$ cat config.mk
export PLATFORM = sky130hd
export DESIGN_NAME = sti_pack_serializer_flat
export DESIGN_NICKNAME = d
export VERILOG_FILES = /design/src/rtl/sti_pack_serializer_if.sv /design/src/rtl/sti_pack_serializer.sv /design/src/flat_wrapper.sv
export SDC_FILE = /design/constraint.sdc
export NUM_CORES = 1
export LEC_CHECK = 0
export ABC_AREA = 1
export ABC_CLOCK_PERIOD_IN_PS = 3200
export BUFFER_PORTS_ARGS = -buffer_cell sky130_fd_sc_hd__buf_2
export CORE_UTILIZATION = 63
export CTS_BUF_LIST = sky130_fd_sc_hd__clkbuf_8
export DETAILED_ROUTE_END_ITERATION = 6
export GPL_TIMING_DRIVEN = 0
export PLACE_DENSITY = 0.94
export SETUP_SLACK_MARGIN = 0.3
export SKIP_CTS_REPAIR_TIMING = 1
export SLEW_MARGIN = 20
export SYNTH_ARGS = -nofsm -noshare
export SYNTH_HDL_FRONTEND = slang
export SYNTH_SLANG_ARGS = --single-unit
$ cat constraint.sdc
create_clock -name clk -period 3.2 [get_ports clk]
set_input_delay 0.64 -clock clk [delete_from_list [all_inputs] [get_ports clk]]
set_output_delay 0.64 -clock clk [all_outputs]
set_load 0.03 [all_outputs]
$ cat src/rtl/sti_pack_serializer_if.sv
// Host word / pixel RAM bundle for sti_pack_serializer.
// master = host side (drives words, observes serial + pixel writes),
// slave  = serializer side.
interface sti_pack_serializer_if #(
  parameter int DW = 16,
  parameter int PW = 8,
  parameter int LW = 2,
  parameter int AW = 8
) ();
  logic          load;
  logic [DW-1:0] pi_data;
  logic [LW-1:0] pi_length;
  logic          pi_fill;
  logic          pi_low;
  logic          pi_msb;
  logic          pi_end;
  logic          pi_ready;
  logic          so_data;
  logic          so_valid;
  logic          pixel_wr;
  logic [AW-1:0] pixel_addr;
  logic [PW-1:0] pixel_dataout;
  logic          pixel_finish;

  modport master (
    output load, pi_data, pi_length, pi_fill, pi_low, pi_msb, pi_end,
    input  pi_ready, so_data, so_valid, pixel_wr, pixel_addr, pixel_dataout, pixel_finish
  );

  modport slave (
    input  load, pi_data, pi_length, pi_fill, pi_low, pi_msb, pi_end,
    output pi_ready, so_data, so_valid, pixel_wr, pixel_addr, pixel_dataout, pixel_finish
  );
endinterface

$ cat src/rtl/sti_pack_serializer.sv
// Serial-transmit and pixel-pack engine.
// A DW-bit word is resized to an L = PW*(pi_length+1) bit frame, shifted out
// one bit per cycle, and every completed PW-bit group is written to pixel RAM.
// An end-qualified frame is followed by FILL writes up to the top address.
// All outputs are registered; pi_ready is decoded from the state register.
module sti_pack_serializer #(
  parameter int            DW   = 16,
  parameter int            PW   = 8,
  parameter int            LW   = 2,
  parameter int            AW   = 8,
  parameter logic [PW-1:0] FILL = {PW{1'b0}}
) (
  input logic                  clk,
  input logic                  reset,
  sti_pack_serializer_if.slave bus
);

  localparam int FW = PW << LW;                // longest frame
  localparam int XW = (DW > FW) ? DW : FW;     // working width for resizing
  localparam int CW = $clog2(FW + 1);          // bit counter width
  localparam int GW = (PW > 1) ? $clog2(PW) : 1;

  typedef enum logic [1:0] {
    IDLE  = 2'd0,
    SHIFT = 2'd1,
    PAD   = 2'd2,
    DONE  = 2'd3
  } state_t;

  // Resize the word to its frame and align it so the first bit to send sits
  // at FW-1 (MSB-first) or at bit 0 (LSB-first).
  function automatic logic [FW-1:0] build_frame(
    input logic [DW-1:0] data,
    input logic [LW-1:0] len,
    input logic          fill,
    input logic          low,
    input logic          msb
  );
    logic [XW-1:0] x;
    logic [FW-1:0] f;
    int            l;
    l = PW * (int'(len) + 1);
    x = XW'(data);
    if (l >= DW) begin
      x = fill ? (x << (l - DW)) : x;
    end else begin
      x = low ? (x >> (DW - l)) : (x & ((XW'(1'b1) << l) - XW'(1'b1)));
    end
    f = FW'(x);
    f = msb ? (f << (FW - l)) : f;
    return f;
  endfunction

  state_t        state_r, state_s;
  logic [CW-1:0] cnt_r, cnt_s, last_s;
  logic [GW-1:0] grp_r, grp_s;
  logic [FW-1:0] sr_r, sr_s, frame_s, src_s;
  logic [PW-1:0] acc_r, acc_s;
  logic [AW-1:0] ptr_r, ptr_s;
  logic [LW-1:0] len_r, len_s;
  logic          msb_r, msb_s, end_r, end_s;
  logic          emit_s, bit_s, msb_sel_s;
  logic          so_data_r, so_data_s;
  logic          so_valid_r, so_valid_s;
  logic          wr_r, wr_s;
  logic [AW-1:0] addr_r, addr_s;
  logic [PW-1:0] dout_r, dout_s;
  logic          finish_r, finish_s;

  assign last_s = CW'(PW * (int'(len_r) + 1) - 1);

  // Next-state, datapath and next-output decode for the frame/pad sequencer
  always_comb begin
    state_s    = state_r;
    cnt_s      = cnt_r;
    grp_s      = grp_r;
    sr_s       = sr_r;
    acc_s      = acc_r;
    ptr_s      = ptr_r;
    len_s      = len_r;
    msb_s      = msb_r;
    end_s      = end_r;
    so_data_s  = 1'b0;
    so_valid_s = 1'b0;
    wr_s       = 1'b0;
    addr_s     = addr_r;
    dout_s     = {PW{1'b0}};
    finish_s   = 1'b0;
    emit_s     = 1'b0;
    bit_s      = 1'b0;
    msb_sel_s  = msb_r;
    src_s      = sr_r;
    frame_s    = build_frame(bus.pi_data, bus.pi_length, bus.pi_fill, bus.pi_low, bus.pi_msb);

    case (state_r)
      IDLE: begin
        if (bus.load) begin
          len_s     = bus.pi_length;
          msb_s     = bus.pi_msb;
          end_s     = bus.pi_end;
          msb_sel_s = bus.pi_msb;
          src_s     = frame_s;
          cnt_s     = {CW{1'b0}};
          grp_s     = {GW{1'b0}};
          emit_s    = 1'b1;
          state_s   = SHIFT;
        end else begin
          state_s   = IDLE;
        end
      end
      SHIFT: begin
        if (cnt_r != last_s) begin
          emit_s  = 1'b1;
          cnt_s   = cnt_r + CW'(1'b1);
          grp_s   = (grp_r == GW'(PW - 1)) ? {GW{1'b0}} : grp_r + GW'(1'b1);
        end else if (!end_r) begin
          state_s = IDLE;
        end else if (ptr_r == {AW{1'b0}}) begin
          // last frame write landed on the top address: nothing to pad
          state_s  = DONE;
          finish_s = 1'b1;
        end else begin
          state_s = PAD;
          wr_s    = 1'b1;
          addr_s  = ptr_r;
          dout_s  = FILL;
          ptr_s   = ptr_r + AW'(1'b1);
        end
      end
      PAD: begin
        if (ptr_r == {AW{1'b0}}) begin
          state_s  = DONE;
          finish_s = 1'b1;
        end else begin
          wr_s   = 1'b1;
          addr_s = ptr_r;
          dout_s = FILL;
          ptr_s  = ptr_r + AW'(1'b1);
        end
      end
      DONE: begin
        state_s  = DONE;
        finish_s = 1'b1;
      end
      default: begin
        state_s = IDLE;
      end
    endcase

    // Shared bit emission: present one frame bit and close a pixel group
    if (emit_s) begin
      bit_s      = msb_sel_s ? src_s[FW-1] : src_s[0];
      sr_s       = msb_sel_s ? (src_s << 1) : (src_s >> 1);
      acc_s      = PW'({acc_r, bit_s});
      so_valid_s = 1'b1;
      so_data_s  = bit_s;
      if (grp_s == GW'(PW - 1)) begin
        wr_s   = 1'b1;
        addr_s = ptr_r;
        dout_s = acc_s;
        ptr_s  = ptr_r + AW'(1'b1);
      end else begin
        dout_s = {PW{1'b0}};
      end
    end else begin
      bit_s = 1'b0;
    end
  end

  // State, datapath and output registers; reset aborts any frame or pad run
  always_ff @(posedge clk or posedge reset) begin
    if (reset) begin
      state_r    <= IDLE;
      cnt_r      <= {CW{1'b0}};
      grp_r      <= {GW{1'b0}};
      sr_r       <= {FW{1'b0}};
      acc_r      <= {PW{1'b0}};
      ptr_r      <= {AW{1'b0}};
      len_r      <= {LW{1'b0}};
      msb_r      <= 1'b0;
      end_r      <= 1'b0;
      so_data_r  <= 1'b0;
      so_valid_r <= 1'b0;
      wr_r       <= 1'b0;
      addr_r     <= {AW{1'b0}};
      dout_r     <= {PW{1'b0}};
      finish_r   <= 1'b0;
    end else begin
      state_r    <= state_s;
      cnt_r      <= cnt_s;
      grp_r      <= grp_s;
      sr_r       <= sr_s;
      acc_r      <= acc_s;
      ptr_r      <= ptr_s;
      len_r      <= len_s;
      msb_r      <= msb_s;
      end_r      <= end_s;
      so_data_r  <= so_data_s;
      so_valid_r <= so_valid_s;
      wr_r       <= wr_s;
      addr_r     <= addr_s;
      dout_r     <= dout_s;
      finish_r   <= finish_s;
    end
  end

  assign bus.pi_ready      = (state_r == IDLE);
  assign bus.so_data       = so_data_r;
  assign bus.so_valid      = so_valid_r;
  assign bus.pixel_wr      = wr_r;
  assign bus.pixel_addr    = addr_r;
  assign bus.pixel_dataout = dout_r;
  assign bus.pixel_finish  = finish_r;

endmodule

$ cat src/flat_wrapper.sv
// flat-port wrapper written by rule: the top's interface ports become plain ports
module sti_pack_serializer_flat 
#(
  parameter int            DW   = 16,
  parameter int            PW   = 8,
  parameter int            LW   = 2,
  parameter int            AW   = 8,
  parameter logic [PW-1:0] FILL = {PW{1'b0}}
)
  (clk, reset, bus_load, bus_pi_data, bus_pi_length, bus_pi_fill, bus_pi_low, bus_pi_msb, bus_pi_end, bus_pi_ready, bus_so_data, bus_so_valid, bus_pixel_wr, bus_pixel_addr, bus_pixel_dataout, bus_pixel_finish);
  sti_pack_serializer_if #(.DW(DW), .PW(PW), .LW(LW), .AW(AW)) bus_i ();
  input logic clk;
  input logic reset;
  input wire logic [$bits(bus_i.load)-1:0] bus_load;
  input wire logic [$bits(bus_i.pi_data)-1:0] bus_pi_data;
  input wire logic [$bits(bus_i.pi_length)-1:0] bus_pi_length;
  input wire logic [$bits(bus_i.pi_fill)-1:0] bus_pi_fill;
  input wire logic [$bits(bus_i.pi_low)-1:0] bus_pi_low;
  input wire logic [$bits(bus_i.pi_msb)-1:0] bus_pi_msb;
  input wire logic [$bits(bus_i.pi_end)-1:0] bus_pi_end;
  output wire logic [$bits(bus_i.pi_ready)-1:0] bus_pi_ready;
  output wire logic [$bits(bus_i.so_data)-1:0] bus_so_data;
  output wire logic [$bits(bus_i.so_valid)-1:0] bus_so_valid;
  output wire logic [$bits(bus_i.pixel_wr)-1:0] bus_pixel_wr;
  output wire logic [$bits(bus_i.pixel_addr)-1:0] bus_pixel_addr;
  output wire logic [$bits(bus_i.pixel_dataout)-1:0] bus_pixel_dataout;
  output wire logic [$bits(bus_i.pixel_finish)-1:0] bus_pixel_finish;
  assign bus_i.load = bus_load;
  assign bus_i.pi_data = bus_pi_data;
  assign bus_i.pi_length = bus_pi_length;
  assign bus_i.pi_fill = bus_pi_fill;
  assign bus_i.pi_low = bus_pi_low;
  assign bus_i.pi_msb = bus_pi_msb;
  assign bus_i.pi_end = bus_pi_end;
  assign bus_pi_ready = bus_i.pi_ready;
  assign bus_so_data = bus_i.so_data;
  assign bus_so_valid = bus_i.so_valid;
  assign bus_pixel_wr = bus_i.pixel_wr;
  assign bus_pixel_addr = bus_i.pixel_addr;
  assign bus_pixel_dataout = bus_i.pixel_dataout;
  assign bus_pixel_finish = bus_i.pixel_finish;
  sti_pack_serializer #(.DW(DW), .PW(PW), .LW(LW), .AW(AW), .FILL(FILL)) u_core (.clk(clk), .reset(reset), .bus(bus_i));
endmodule
* After elaboration in Yosys (flattened, before gate mapping)
Index checks and enable logic that the tools add are counted.
** Word-level totals
- Flip-flop bits (word level) :: 82
- Bits of input ports :: 25
- Word-level logic and storage cells :: 99
** Cells by class
- Add/sub/neg operators :: 10
- Order comparisons :: 1
- Equality and inequality tests :: 10
- Shift-type cells :: 4
- Mux-type cells :: 52
- Bitwise logic cells :: 1
- Reduce and logical (&&, ||, !) cells :: 6
** Operator list (count)
- $mux W32 :: 7
- $mux W8 :: 12
- $and A16 B32 Y32 :: 1
- $ge A32 B6 Y1 const B :: 1
- $pmux W8 S2 :: 2
- $shl A1 B32 Y32 const A :: 1
- $shl A16 B32 Y32 :: 1
- $shl A32 B32 Y32 :: 1
- $shr A16 B32 Y32 :: 1
- $sub A32 B1 Y32 const B :: 1
- $sub A32 B6 Y32 const B :: 1
- $sub A6 B32 Y32 const A :: 1
- $sub A7 B32 Y32 const A :: 1
- $mux W1 :: 17
- $mux W6 :: 2
- $pmux W6 S2 :: 1
- $mux W3 :: 3
- $add A8 B1 Y8 const B :: 1
- $logic_not A8 Y1 :: 1
- $pmux W2 S4 :: 1
- $add A2 B1 Y3 const B :: 2
- $add A6 B1 Y6 const B :: 1
- $eq A3 B3 Y1 const B :: 2
- $mux W2 :: 3
- 14 further kinds :: 19

* Logic depth before layout (Yosys ltp)
- Depth after elaboration :: 13
- Depth in mapped cells :: 22
- Mapped depth without buffers :: 19

* Worst setup path after synthesis
Ideal clock, no wire load.
- Path kind :: input to register
- From :: input port bus_pi_length[0]
- To :: register u_core.sr_r[10]
- Library setup time :: 0.068 ns
- Arrival :: 3.042 ns
- Data required time :: 3.132 ns
- Path slack :: 0.089 ns
- Stages on the path :: 20
- Path buffers :: 3
- Cells stage by stage :: buf_4 -> inv_4 -> buf_4 -> clkbuf_1 -> ha_1 -> inv_1 -> ha_1 -> inv_1 -> nand2_1 -> nor2_1 -> inv_1 -> nor2_4 -> nand2_2 -> o21ai_1 -> nand3_1 -> nand2_1 -> nand2_1 -> nand3_1 -> nand3_1 -> nand3_1
** Between the ends
- Word-level cells in the longest chain between the ends :: 11
- Elaborated cells between the ends (all ways) :: 18
- Classes of those cells :: add/sub (5); order compare (1); shift (4); mux (7); bitwise (1)
** RTL lines
- from (decl) :: line flat_wrapper.sv:16 : input wire logic [$bits(bus_i.pi_length)-1:0] bus_pi_length;
- $add A2 B1 Y3 * :: line sti_pack_serializer.sv:42 : l = PW * (int'(len) + 1);
- branches (longest 6 deep; another with $sub A6 B32 Y32)
- $mux W32 * :: line sti_pack_serializer.sv:50 : f = msb ? (f << (FW - l)) : f;
- $mux W32 * :: line sti_pack_serializer.sv:97 : if (bus.load) begin
- $mux W32 * :: line sti_pack_serializer.sv:95 : case (state_r)
- $mux W32 * :: line sti_pack_serializer.sv:153 : sr_s = msb_sel_s ? (src_s << 1) : (src_s >> 1);
- to (signal assigned) :: line sti_pack_serializer.sv:176 : sr_r <= {FW{1'b0}};
- to (signal assigned) :: line sti_pack_serializer.sv:192 : sr_r <= sr_s;
- to (decl) :: line sti_pack_serializer.sv:57 : logic [FW-1:0] sr_r, sr_s, frame_s, src_s;
Every way passes the cells marked *.
A chain may end at the register's enable or synchronous reset.

* Worst setup path after layout
- From :: input port bus_pi_length[0]
- To :: register u_core.sr_r[24]
The elaborated chain is that of the path after synthesis.

==> impl_metrics.env <==
export IMPL_comb_power_share=0.507
export IMPL_tritoncts="yes"
export IMPL_proportion_of_synthesized_chip_area_in_sequential_cells=0.357
export IMPL_clk_network_pwr_share=0.177
export IMPL_remaining_drc_errors=4
export IMPL_setup_worst_path_start_class="input pin"
export IMPL_gr_usage_met3=0.0906
export IMPL_synthCells=853
export IMPL_timing_fmax_mhz=349
export IMPL_grt_busiest_layer="met2"
export IMPL_grt_start_max_net_pins=44
export IMPL_synth_edf_count=0
export IMPL_worst_setup_hold_path_clk_slew_ps=80
export IMPL_timing_worst_slew_pin_value_ps=640
export IMPL_ir_worst_vdd_v=0.000637
export IMPL_cts_buffer_depth=2
export IMPL_ys_warn_count=0
export IMPL_cts_buffers_inserted=9
export IMPL_fin_setup_tns_ps=0
export IMPL_critPathMaxFanout=5
export IMPL_p_switching_mw=2.21
export IMPL_skew_ps=15.9
export IMPL_seqPwrFrac=0.315
export IMPL_synth_avg_cell_area_um2=6.74
export IMPL_clock_root_buffer="clkbuf_8"
export IMPL_hold_path_class="input pin to asynchronous set/reset pin"
export IMPL_postSynthRegisterBits=82
export IMPL_io_buffers=45
export IMPL_power_switching_fraction=0.465
export IMPL_area_delta_synth_final_pct=15.0
export IMPL_synth_cell_type_count=38
export IMPL_dr_pass1_iters=7
export IMPL_run_status="finished, violations left"
export IMPL_synth_fp_nets=895
export IMPL_dr_total_vias=6170
export IMPL_finalHoldViolations=0
export IMPL_failed_checks="design-rule violations"
export IMPL_width_of_the_die_um=97.5
export IMPL_grt_overflow_total=0
export IMPL_leakage_power_nw=3.43
export IMPL_worstSetupPathType="input pin to flip-flop"
export IMPL_insertedDiodeCount=0
export IMPL_synthTopCellsByArea="dfrtp_1 (36%), nand2_1 (19%), nand3_1 (11%), inv_1 (5.5%), o21ai_0 (5.0%)"
export IMPL_slew_viols_final=0
export IMPL_setup_reg_to_reg_worst_slack_ps=540
export IMPL_floorplan_rows=34
export IMPL_via_count_normalized_by_instance_count=5.98
export IMPL_max_slew_margin=0.573
export IMPL_cellPowerDensity_nw_per_um2=718
export IMPL_source_of_the_worst_register_to_register_timing_path="u_core.state_r[0]"
export IMPL_die_height_um=97.5
export IMPL_place_congestion=0.955
export IMPL_design_final_nets=961
export IMPL_first_global_vias=5636
export IMPL_pre_cts_ws_ps=-379
export IMPL_worstPathRequired_ps=3440
export IMPL_worstSkewPairLatency_ps=370
export IMPL_post_synth_top_area_fraction=0.357
export IMPL_globalRouteMet1Util=0.438
export IMPL_grt_pass1_wl_um=26000
export IMPL_grt_util_all_layers=0.342
export IMPL_maxCapViolCount=0
export IMPL_detailed_place_hpwl_um=11600
export IMPL_setup_violations=0
export IMPL_rsz0062_at_grt="no"
export IMPL_synthFlopType="dfrtp_1"
export IMPL_io_pins=46
export IMPL_timing_critical_path_arrival_ps=3100
export IMPL_r2r_end="u_core.sr_r[16]"
export IMPL_initial_core_util=0.656
export IMPL_clock_tree_htree_level_count=3
export IMPL_worstSetupEndpointType="flip-flop"
export IMPL_area_inside_the_core_boundary_um2=8760
export IMPL_netlist_area_um2=5750
export IMPL_least_setup_slack_across_all_paths_after_layout_ps=338
export IMPL_p_int_mw=2.54
export IMPL_wl_per_cell_um=15.9
export IMPL_netlist_top_cell_by_area="dfrtp_1"
export IMPL_fp_dieArea_um2=9510
export IMPL_routed_wirelength_um=16400
export IMPL_final_period_minus_worst_setup_slack_ps=2860
export IMPL_gr_usage_met2=0.555
export IMPL_worst_r2r_path_depth=9
export IMPL_drive_gt1_frac=0.170
export IMPL_postRouteAntennaNets=0
export IMPL_initialDrtViolationCount=680
export IMPL_asyncSetResetFlopFracSynth=1.00
export IMPL_grt_antenna_before_repair=0
export IMPL_final_period_utilization=0.894
export IMPL_clock_sink_count=82
-- synthesized netlist by cell type (all sizes together) (7+ instances only) --
cell type and count:
a21oi 14, buf 20, clkbuf 15, dfrtp 82
ha 17, inv 90, nand2 298, nand3 126
nand4 9, nor2 52, o211ai 11, o21ai 71
or2 13, xor2 7
-- cell families after synthesis --
| kind of cell | count (synthesis) | synth area share |
|---|---|---|
| and+or+nand+nor | 511 | 0.398 |
| AOI/OAI and AO/OA | 109 | 0.106 |
| xor gates and xnor gates | 9 | 0.0137 |
| buffers and inverters | 125 | 0.0881 |
| adders and majority gates | 17 | 0.0370 |
| DFF | 82 | 0.357 |
-- layout by cell type (no fill, tap or decap), types with 2 or more instances in the layout --
cell type | Yosys | routed
o21ai_0 | 57 | 57
ha_1 | 17 | 16
nand3_1 | 123 | 114
nand2_4 | 2 | 3
a21oi_1 | 14 | 13
nor3b_1 | 2 | 2
nor2_1 | 42 | 40
buf_2 | 16 | 59
xnor2_1 | 2 | 2
nor2_2 | 5 | 4
buf_12 | 0 | 3
o22ai_1 | 6 | 6
and2_1 | 2 | 2
nor4_1 | 2 | 2
nor2_8 | 2 | 2
o211ai_1 | 11 | 11
inv_1 | 85 | 82
buf_4 | 2 | 10
nand2_1 | 290 | 286
bufinv_16 | 0 | 2
a22oi_1 | 5 | 5
nor3_1 | 6 | 6
o21ai_4 | 0 | 5
nand2_2 | 6 | 9
o21ai_1 | 10 | 7
nand4_1 | 8 | 8
nor2_4 | 3 | 6
clkbuf_8 | 0 | 10
dfrtp_1 | 82 | 82
or2_2 | 13 | 13
xor2_1 | 7 | 7
inv_2 | 4 | 7
nand3_2 | 3 | 12
clkbuf_1 | 15 | 14
o21ai_2 | 4 | 2
-- worst max-delay path: stages --
cell and delay (ps):
buf_4 100, buf_8 120, clkinv_8 50, buf_12 120
buf_12 120, ha_1 440, inv_2 120, nor2_1 250
nor2_1 130, nand3_1 90, nand2_1 80, nand2_1 130
o21ai_0 80, o21ai_0 250, nand2_1 170, nand2_1 110
nand3_1 80
-- registers in the layout, indices dropped and copies added (netlist names), 2 cells and up --
register / cells
u_core.sr_r: 32
u_core.ptr_r: 8
u_core.cnt_r: 6
u_core.grp_r: 3
u_core.state_r: 2
u_core.len_r: 2
u_core.bus.pixel_addr: 8
u_core.acc_r: 7
u_core.bus.pixel_dataout: 8
-- power groups by stage --
stage	registers [mW]	logic, mW	clock network, mW
detailed placement	1.51	2.25	0
CTS	1.49	2.28	0.840
floorplan	1.53	1.64	0
global placement	1.49	2.17	0
finish	1.50	2.41	0.842
global route	1.52	2.63	0.877
-- worst max-delay path by stage --
stage / start / end / depth (start not counted)
after global routing: bus_pi_length[0] / u_core.sr_r[24] / 17
after global placement: reset / u_core.len_r[1] / 2
after detailed placement: bus_pi_length[0] / u_core.bus.pixel_dataout[0] / 21
final: bus_pi_length[0] / u_core.sr_r[24] / 17
after CTS: bus_pi_length[0] / u_core.bus.pixel_dataout[0] / 21
after floorplan: bus_pi_length[0] / u_core.sr_r[10] / 20
-- stage by stage --
| stage | hold slack (ps) | cell area, µm² | cells | util | power [mW] |
|---|---|---|---|---|---|
| after floorplan | 449 | 5760 | 853 | - | 3.18 |
| after global placement | 467 | 6120 | 1006 | 0.698 | 3.67 |
| after detailed placement | 479 | 6140 | 1007 | 0.700 | 3.76 |
| after CTS | 322 | 6360 | 1022 | 0.725 | 4.61 |
| after global routing | 330 | 6610 | 1031 | 0.755 | 5.03 |
| final | 307 | 6610 | 1031 | 0.755 | 4.75 |
-- per-layer routing --
layer	wire length (µm)	vias up
met2	7840	374
li1	-	2897
met4	448	0
met1	6350	2838
met3	1740	61
met5	0	-
-- cell type report --
class / count / area (µm²)
clock buffer: 10 / 138
multi-input combinational: 646 / 3340
inverter: 90 / 353
clock inverter: 5 / 80.1
tap: 108 / 135
fill: 660 / 2150
sequential: 82 / 2050
timing repair buffer: 55 / 315
buffer: 35 / 205
No activity file was read; power rests on OpenSTA's default activity.
